===== src/rtl/alu_arbiter_if.sv =====
// alu_arbiter_if: bus bundle for the shared-ALU arbiter.
//   req0_* / req1_* : per-requester valid/ready handshake carrying {a, b, op}
//   alu_a/alu_b/alu_s : operands and op select driven to the external ALU
//   alu_d/alu_c       : combinational result and carry returned by the ALU
//   rsp_*             : shared response channel (valid/ready) tagged with id
//   busy              : arbiter is not idle
// slave  = arbiter side, master = requesters/consumer/ALU side.
interface alu_arbiter_if #(
  parameter int WIDTH = 8,
  parameter int OPW   = 3
);
  logic             req0_valid;
  logic             req0_ready;
  logic [WIDTH-1:0] req0_a;
  logic [WIDTH-1:0] req0_b;
  logic [OPW-1:0]   req0_op;

  logic             req1_valid;
  logic             req1_ready;
  logic [WIDTH-1:0] req1_a;
  logic [WIDTH-1:0] req1_b;
  logic [OPW-1:0]   req1_op;

  logic [WIDTH-1:0] alu_a;
  logic [WIDTH-1:0] alu_b;
  logic [OPW-1:0]   alu_s;
  logic [WIDTH-1:0] alu_d;
  logic             alu_c;

  logic             rsp_valid;
  logic             rsp_ready;
  logic             rsp_id;
  logic [WIDTH-1:0] rsp_d;
  logic             rsp_c;

  logic             busy;

  modport slave (
    input  req0_valid, req0_a, req0_b, req0_op,
    output req0_ready,
    input  req1_valid, req1_a, req1_b, req1_op,
    output req1_ready,
    output alu_a, alu_b, alu_s,
    input  alu_d, alu_c,
    output rsp_valid, rsp_id, rsp_d, rsp_c,
    input  rsp_ready,
    output busy
  );

  modport master (
    output req0_valid, req0_a, req0_b, req0_op,
    input  req0_ready,
    output req1_valid, req1_a, req1_b, req1_op,
    input  req1_ready,
    input  alu_a, alu_b, alu_s,
    output alu_d, alu_c,
    input  rsp_valid, rsp_id, rsp_d, rsp_c,
    output rsp_ready,
    input  busy
  );
endinterface


===== src/rtl/alu_arbiter.sv =====
// alu_arbiter: shares one combinational ALU between two requesters with
// round-robin arbitration and a single outstanding operation.
//   clk  : rising-edge clock
//   rst  : asynchronous active-high reset
//   bus  : alu_arbiter_if.slave (request ports, ALU drive/return, response)
// Flow: IDLE (grant) -> EXEC (ALU evaluates latched operands, result
// captured) -> RESP (held until rsp_ready) -> IDLE.
module alu_arbiter #(
  parameter int WIDTH = 8,
  parameter int OPW   = 3
) (
  input logic         clk,
  input logic         rst,
  alu_arbiter_if.slave bus
);

  typedef enum logic [1:0] {
    IDLE = 2'd0,
    EXEC = 2'd1,
    RESP = 2'd2
  } state_t;

  state_t           state;
  state_t           state_nxt;
  logic             prio;
  logic             grant0;
  logic             grant1;

  logic [WIDTH-1:0] a_q;
  logic [WIDTH-1:0] b_q;
  logic [OPW-1:0]   op_q;
  logic             id_q;
  logic [WIDTH-1:0] d_q;
  logic             c_q;

  always_ff @(posedge clk or posedge rst) begin
    if (rst) begin
      state <= IDLE;
    end else begin
      state <= state_nxt;
    end
  end

  // prio names the port that wins when both are valid; an uncontended
  // grant still hands priority to the other port.
  always_comb begin
    state_nxt = state;
    grant0    = 1'b0;
    grant1    = 1'b0;
    unique case (state)
      IDLE: begin
        grant0 = bus.req0_valid & (~prio | ~bus.req1_valid);
        grant1 = bus.req1_valid & ( prio | ~bus.req0_valid);
        if (grant0 | grant1) state_nxt = EXEC;
      end
      EXEC:    state_nxt = RESP;
      RESP:    if (bus.rsp_ready) state_nxt = IDLE;
      default: state_nxt = IDLE;
    endcase
  end

  always_ff @(posedge clk or posedge rst) begin
    if (rst) begin
      prio <= 1'b0;
      a_q  <= '0;
      b_q  <= '0;
      op_q <= '0;
      id_q <= 1'b0;
      d_q  <= '0;
      c_q  <= 1'b0;
    end else begin
      if (grant0) begin
        a_q  <= bus.req0_a;
        b_q  <= bus.req0_b;
        op_q <= bus.req0_op;
        id_q <= 1'b0;
        prio <= 1'b1;
      end else if (grant1) begin
        a_q  <= bus.req1_a;
        b_q  <= bus.req1_b;
        op_q <= bus.req1_op;
        id_q <= 1'b1;
        prio <= 1'b0;
      end
      if (state == EXEC) begin
        d_q <= bus.alu_d;
        c_q <= bus.alu_c;
      end
    end
  end

  // Readies are masked during reset so every output reads 0 while rst is high.
  assign bus.req0_ready = grant0 & ~rst;
  assign bus.req1_ready = grant1 & ~rst;

  // Operand registers feed the ALU directly and keep their last values in IDLE.
  assign bus.alu_a     = a_q;
  assign bus.alu_b     = b_q;
  assign bus.alu_s     = op_q;

  assign bus.rsp_valid = (state == RESP);
  assign bus.rsp_id    = id_q;
  assign bus.rsp_d     = d_q;
  assign bus.rsp_c     = c_q;
  assign bus.busy      = (state != IDLE);

endmodule


===== src/flat_wrapper.sv =====
// flat-port wrapper written by rule: the top's interface ports become plain ports
module alu_arbiter_flat 
#(
  parameter int WIDTH = 8,
  parameter int OPW   = 3
)
  (clk, rst, bus_req0_valid, bus_req0_a, bus_req0_b, bus_req0_op, bus_req0_ready, bus_req1_valid, bus_req1_a, bus_req1_b, bus_req1_op, bus_req1_ready, bus_alu_a, bus_alu_b, bus_alu_s, bus_alu_d, bus_alu_c, bus_rsp_valid, bus_rsp_id, bus_rsp_d, bus_rsp_c, bus_rsp_ready, bus_busy);
  alu_arbiter_if #(.WIDTH(WIDTH), .OPW(OPW)) bus_i ();
  input logic clk;
  input logic rst;
  input wire logic [$bits(bus_i.req0_valid)-1:0] bus_req0_valid;
  input wire logic [$bits(bus_i.req0_a)-1:0] bus_req0_a;
  input wire logic [$bits(bus_i.req0_b)-1:0] bus_req0_b;
  input wire logic [$bits(bus_i.req0_op)-1:0] bus_req0_op;
  output wire logic [$bits(bus_i.req0_ready)-1:0] bus_req0_ready;
  input wire logic [$bits(bus_i.req1_valid)-1:0] bus_req1_valid;
  input wire logic [$bits(bus_i.req1_a)-1:0] bus_req1_a;
  input wire logic [$bits(bus_i.req1_b)-1:0] bus_req1_b;
  input wire logic [$bits(bus_i.req1_op)-1:0] bus_req1_op;
  output wire logic [$bits(bus_i.req1_ready)-1:0] bus_req1_ready;
  output wire logic [$bits(bus_i.alu_a)-1:0] bus_alu_a;
  output wire logic [$bits(bus_i.alu_b)-1:0] bus_alu_b;
  output wire logic [$bits(bus_i.alu_s)-1:0] bus_alu_s;
  input wire logic [$bits(bus_i.alu_d)-1:0] bus_alu_d;
  input wire logic [$bits(bus_i.alu_c)-1:0] bus_alu_c;
  output wire logic [$bits(bus_i.rsp_valid)-1:0] bus_rsp_valid;
  output wire logic [$bits(bus_i.rsp_id)-1:0] bus_rsp_id;
  output wire logic [$bits(bus_i.rsp_d)-1:0] bus_rsp_d;
  output wire logic [$bits(bus_i.rsp_c)-1:0] bus_rsp_c;
  input wire logic [$bits(bus_i.rsp_ready)-1:0] bus_rsp_ready;
  output wire logic [$bits(bus_i.busy)-1:0] bus_busy;
  assign bus_i.req0_valid = bus_req0_valid;
  assign bus_i.req0_a = bus_req0_a;
  assign bus_i.req0_b = bus_req0_b;
  assign bus_i.req0_op = bus_req0_op;
  assign bus_req0_ready = bus_i.req0_ready;
  assign bus_i.req1_valid = bus_req1_valid;
  assign bus_i.req1_a = bus_req1_a;
  assign bus_i.req1_b = bus_req1_b;
  assign bus_i.req1_op = bus_req1_op;
  assign bus_req1_ready = bus_i.req1_ready;
  assign bus_alu_a = bus_i.alu_a;
  assign bus_alu_b = bus_i.alu_b;
  assign bus_alu_s = bus_i.alu_s;
  assign bus_i.alu_d = bus_alu_d;
  assign bus_i.alu_c = bus_alu_c;
  assign bus_rsp_valid = bus_i.rsp_valid;
  assign bus_rsp_id = bus_i.rsp_id;
  assign bus_rsp_d = bus_i.rsp_d;
  assign bus_rsp_c = bus_i.rsp_c;
  assign bus_i.rsp_ready = bus_rsp_ready;
  assign bus_busy = bus_i.busy;
  alu_arbiter #(.WIDTH(WIDTH), .OPW(OPW)) u_core (.clk(clk), .rst(rst), .bus(bus_i));
endmodule

===== config.mk =====
export PLATFORM = sky130hd
export DESIGN_NAME = alu_arbiter_flat
export DESIGN_NICKNAME = d
export VERILOG_FILES = /design/src/rtl/alu_arbiter_if.sv /design/src/rtl/alu_arbiter.sv /design/src/flat_wrapper.sv
export SDC_FILE = /design/constraint.sdc
export NUM_CORES = 1
export LEC_CHECK = 0
export ABC_AREA = 1
export CORE_ASPECT_RATIO = 0.9
export CORE_UTILIZATION = 43
export CTS_CLUSTER_DIAMETER = 100
export DETAILED_ROUTE_END_ITERATION = 7
export HOLD_SLACK_MARGIN = 0.03
export PLACE_DENSITY = 0.86
export SETUP_SLACK_MARGIN = 0.02
export SLEW_MARGIN = 20
export SYNTH_ARGS = -nofsm -noshare
export SYNTH_HDL_FRONTEND = slang
export SYNTH_SLANG_ARGS = --single-unit

===== constraint.sdc =====
create_clock -name clk -period 3.6 [get_ports clk]
set_input_delay 1.08 -clock clk [delete_from_list [all_inputs] [get_ports clk]]
set_output_delay 1.08 -clock clk [all_outputs]
set_load 0.02 [all_outputs]

Yosys cells after proc, flatten, opt, wreduce, memory -nomap -nowiden. Index checks and enable logic that the tools add are counted.

Equal/unequal tests: 4. Mux-type cells: 15. Bitwise logic cells: 11. Reduce and logical (&&, ||, !) cells: 4.

Operators by type and width (number): 8-bit 2-to-1 mux (4); 1-bit 2-to-1 mux (6); 3-bit 2-to-1 mux (2); 2-bit one-hot mux with 3 select lines (1); 1-bit AND (4); 2-bit 2-to-1 mux (2); 2-bit by 1-bit inequality test with 1-bit output (second input constant) (2); 1-bit inverter (4); 2-bit nonzero test (2); 1-bit bitwise OR (3); 2-bit by 1-bit == test with 1-bit output (second input constant) (1); 2-bit == test (second input constant) (1); 2-bit logical NOT (1); 2-bit AND reduction (1).

Bits in registers: 32. Output and inout bits: 33. Bits of input ports: 52. Word-level logic and storage cells: 42.

Depth between registers and ports, before layout. Gate-level depths: netlist of the first run.

Depth in word-level cells: 6. Depth in mapped cells: 6. Depth with buffers taken out: 5.

Least setup slack after synthesis of the first run. No wires, ideal clock.

Kind: input -> output. Start point: input port bus_req1_valid. End point: output port bus_req0_ready. Stages on the path: 4. Arrival: 1.714 ns. Path buffers: 1. Data required time: 2.520 ns. Setup slack: 0.806 ns. Cell sequence: nand2_1 nand3_2 buf_2 nor2_1.

Longest elaborated chain between the ends: 5.

Ends and longest elaborated chain: from (decl) (line flat_wrapper.sv:16) `input wire logic [$bits(bus_i.req1_valid)-1:0] bus_req1_valid;`; 1-bit inverter (line alu_arbiter.sv:52) `grant0 = bus.req0_valid & (~prio | ~bus.req1_valid);`; 1-bit bitwise OR (line alu_arbiter.sv:52); 1-bit AND (line alu_arbiter.sv:52); 1-bit 2-to-1 mux (line alu_arbiter.sv:50) `unique case (state)`; 1-bit AND (line alu_arbiter.sv:93) `assign bus.req0_ready = grant0 & ~rst;`; to (decl) (line flat_wrapper.sv:15) `output wire logic [$bits(bus_i.req0_ready)-1:0] bus_req0_ready;`.

Every way passes these cells.

Worst setup path after layout of the first run.
Start point: input port bus_req0_valid. End point: output port bus_req1_ready.

Longest elaborated chain between the ends: 5.

Ends and longest elaborated chain: from (decl) (line flat_wrapper.sv:11) `input wire logic [$bits(bus_i.req0_valid)-1:0] bus_req0_valid;`; 1-bit inverter (line alu_arbiter.sv:53) `grant1 = bus.req1_valid & ( prio | ~bus.req0_valid);`; 1-bit bitwise OR (line alu_arbiter.sv:53); 1-bit AND (line alu_arbiter.sv:53); 1-bit 2-to-1 mux (line alu_arbiter.sv:50); 1-bit AND (line alu_arbiter.sv:94) `assign bus.req1_ready = grant1 & ~rst;`; to (decl) (line flat_wrapper.sv:20) `output wire logic [$bits(bus_i.req1_ready)-1:0] bus_req1_ready;`.

Every way passes these cells.

==> results of run 1 <==
==> final cells by class <==
type,instances,area share (%)
repair buffers,91,34.0
inverters,44,6.29
clock buffers,8,3.43
well taps,46,2.19
flip-flops and latches,32,30.5
multi-input cells,136,23.6
==> flip-flops by register name (all words and copies together) (netlist names) <==
name and cells:
u_core.bus.rsp_d 8, u_core.prio 1, u_core.bus.alu_b 8, u_core.state 2
u_core.bus.rsp_c 1, u_core.bus.rsp_id 1, u_core.bus.alu_s 3, u_core.bus.alu_a 8
==> per-stage QoR <==
| stage | hold WS [ps] | setup slack (ps) | power, mW | setup TNS (ps) | util (%) |
|---|---|---|---|---|---|
| after floorplan | 464 | 806 | 1.33 | 0 | - |
| after global placement | 453 | -5.47 | 1.82 | -5.47 | 68.5 |
| after detailed placement | 457 | -14.3 | 1.85 | -14.3 | 68.5 |
| after CTS | 473 | 204 | 2.13 | 0 | 70.8 |
| after global routing | 497 | 109 | 2.27 | 0 | 70.8 |
| final | 470 | 211 | 2.11 | 0 | 70.8 |
==> power by group through the flow <==
stage,clock [mW],sequential (mW),combinational (mW)
after floorplan,0,0.841,0.491
after detailed placement,0,0.662,1.18
after global routing,0.302,0.684,1.29
after CTS,0.283,0.661,1.18
final,0.277,0.659,1.17
after global placement,0,0.659,1.16
==> layer usage <==
layer  up-vias  GRT usage (%)  wire (µm)
met4         0           6.08         22
met5         -              0          0
li1        866              -          -
met2        48           38.6       2160
met1       765           28.0       1880
met3         4           6.95        214
==> cell usage after synthesis, drive strengths merged <==
| library cell | number | area [µm²] |
|---|---|---|
| nand2 | 81 | 307 |
| inv | 44 | 165 |
| dfrtp | 32 | 801 |
| nand3 | 29 | 150 |
| nand4 | 19 | 119 |
| buf | 13 | 73.8 |
| nor2 | 4 | 22.5 |
| o21ai | 2 | 13.8 |
| clkbuf | 1 | 3.75 |
| o211ai | 1 | 7.51 |
==> final timing paths <==
check                               startpoint             endpoint  slack [ps]
max                             bus_req0_valid       bus_req1_ready         210
min                        u_core.bus.rsp_d[0]  u_core.bus.rsp_d[0]         470
max reg2reg                    u_core.state[0]  u_core.bus.alu_a[7]        1660
min reg2reg                u_core.bus.rsp_d[0]  u_core.bus.rsp_d[0]         470
max in group asynchronous                  rst  u_core.bus.alu_b[7]        2080
min in group asynchronous                  rst  u_core.bus.rsp_d[7]        1240
==> worst max-delay path, delay by kind of cell <==
kind | cells | cell delay (ps)
simple gates | 1 | 60
buf+inv | 3 | 950
compound gates | 1 | 230
==> kinds of logic after synthesis <==
group	count (synthesis)	synth area share [%]
and+or+nand+nor	133	36.0
buffers and inverters	58	14.6
DFF	32	48.2
AOI/OAI and AO/OA	3	1.28
==> qor.yml, run 1 <==
status: "complete, no violations"
fin_crit_sh_pct: 94.1
drt-pass1-iter-count: 4
grt_pass1_vias: 1517
cts_buffers: 5
clk_path_buf_depth: 2
cp.arrival_ps: 2310
mostFrequentLayoutCells: "clkdlybuf4s50_1 (82), nand2_1 (80), inv_1 (43), dfrtp_1 (32), nand3_1 (28)"
worst_skew_pair.late_latency_ps: 280
clkTransAtPathRegs_ps: 60
drt-initial-drc-count: 103
synthCells: 226
fin_cells: 357
num_vias: 1683
place.gp.congestion: 0.738
cp-end-kind: "output port"
path_class: "input pin to output port"
post-route-min-period_ps: 3390
cts_tree: "built"
start_kind: "input pin"
hp-class: "flop to flop"
leakagePower_nw: 1.38
maxCapViolations: 0
rsz0062_at_grt: "no"
ioPinCount: 85
coreArea_um2: 3700
tightest_slew_ps: 523
setup_viol: 0
die_area_um2: 4120
ant_nets: 0
layout-drive-gt1-share_pct: 5.79
grt_pass1_wl_um: 6820
power_density_nw_per_um2: 804
overflow: 0
pwr-share-comb_pct: 55.6
die-width_um: 67.6
synthesis.area_um2: 1660
synth_area_per_cell_um2: 7.36
fin_area_um2: 2620
slew_violations: 0
slew_headroom_pct: 65.1
initial_core_util_pct: 44.9
cp_max_fo: 4
p_int_mw: 1.21
die_y_um: 61.0
cts_resized: 2
clockPowerShare_pct: 13.2
fin_nets: 362
dp.cells: 349
yosysSeqAreaShare_pct: 48.2
slowest_stage: "clkdlybuf4s50_1"
p_sw_mw: 0.897
detail_route.wirelength_um: 4280
seq_area_um2: 801
cts_sinks: 32
max_stage_delay_ps: 560
switching_share_pct: 42.5
finalHoldViolCount: 0
synth_seq_cells: 32
port_buffers: 84
placed_cell_area_um2: 2540
htreeDepth: 2
hold_depth: 2
fillCellCount: 336
p_seq_share_pct: 31.3
routedWlPerCell_um: 12.0
syn_nets: 278
grt_use_total_pct: 22.8
antennaDiodeCount: 0
antenna_found_initial: 0
post_cts_buffers: 0
via_per_inst: 4.71
crit_chain: "clkdlybuf4s50_1 > inv_1 > o211ai_1 > nor2_1 > dlygate4sd2_1"
worstPathRequired_ps: 2520
final_common_cell: "clkdlybuf4s50_1"
grt_max_degree: 33
dpl.hpwl_um: 3090
finClkSkew_ps: 3.35
yosys_warnings: 0
worst-r2r-cell-count: 6
area_delta_synth_final_pct: 57.8
fmax_ghz: 0.295
postCtsHoldBufs: 0
root_buffer: "clkbuf_8"
ir_drop_v: 0.000395
multi_input_area_um2: 619
yosysUniqueCellTypes: 17
rows: 21
drc: 0
Power figures use the tool's default switching activity.
==> run 2, diff against run 1 <==
--- a/config.mk
+++ b/config.mk
@@ -6,11 +6,12 @@
 export NUM_CORES = 1
 export LEC_CHECK = 0
 export ABC_AREA = 1
+export ABC_CLOCK_PERIOD_IN_PS = 3600
 export CORE_ASPECT_RATIO = 0.9
 export CORE_UTILIZATION = 43
 export CTS_CLUSTER_DIAMETER = 100
 export DETAILED_ROUTE_END_ITERATION = 7
-export HOLD_SLACK_MARGIN = 0.03
+export HOLD_SLACK_MARGIN = 0.02
 export PLACE_DENSITY = 0.86
 export SETUP_SLACK_MARGIN = 0.02
 export SLEW_MARGIN = 20
==> results of run 2 <==
Same layout as run 1: the final DEF is identical, and so are final timing and power.
==> run 3, diff against run 2 <==
--- a/config.mk
+++ b/config.mk
@@ -14,7 +14,6 @@
 export HOLD_SLACK_MARGIN = 0.02
 export PLACE_DENSITY = 0.86
 export SETUP_SLACK_MARGIN = 0.02
-export SLEW_MARGIN = 20
 export SYNTH_ARGS = -nofsm -noshare
 export SYNTH_HDL_FRONTEND = slang
 export SYNTH_SLANG_ARGS = --single-unit
==> results of run 3 <==
Same layout as run 1: the final DEF is identical, and so are final timing and power.
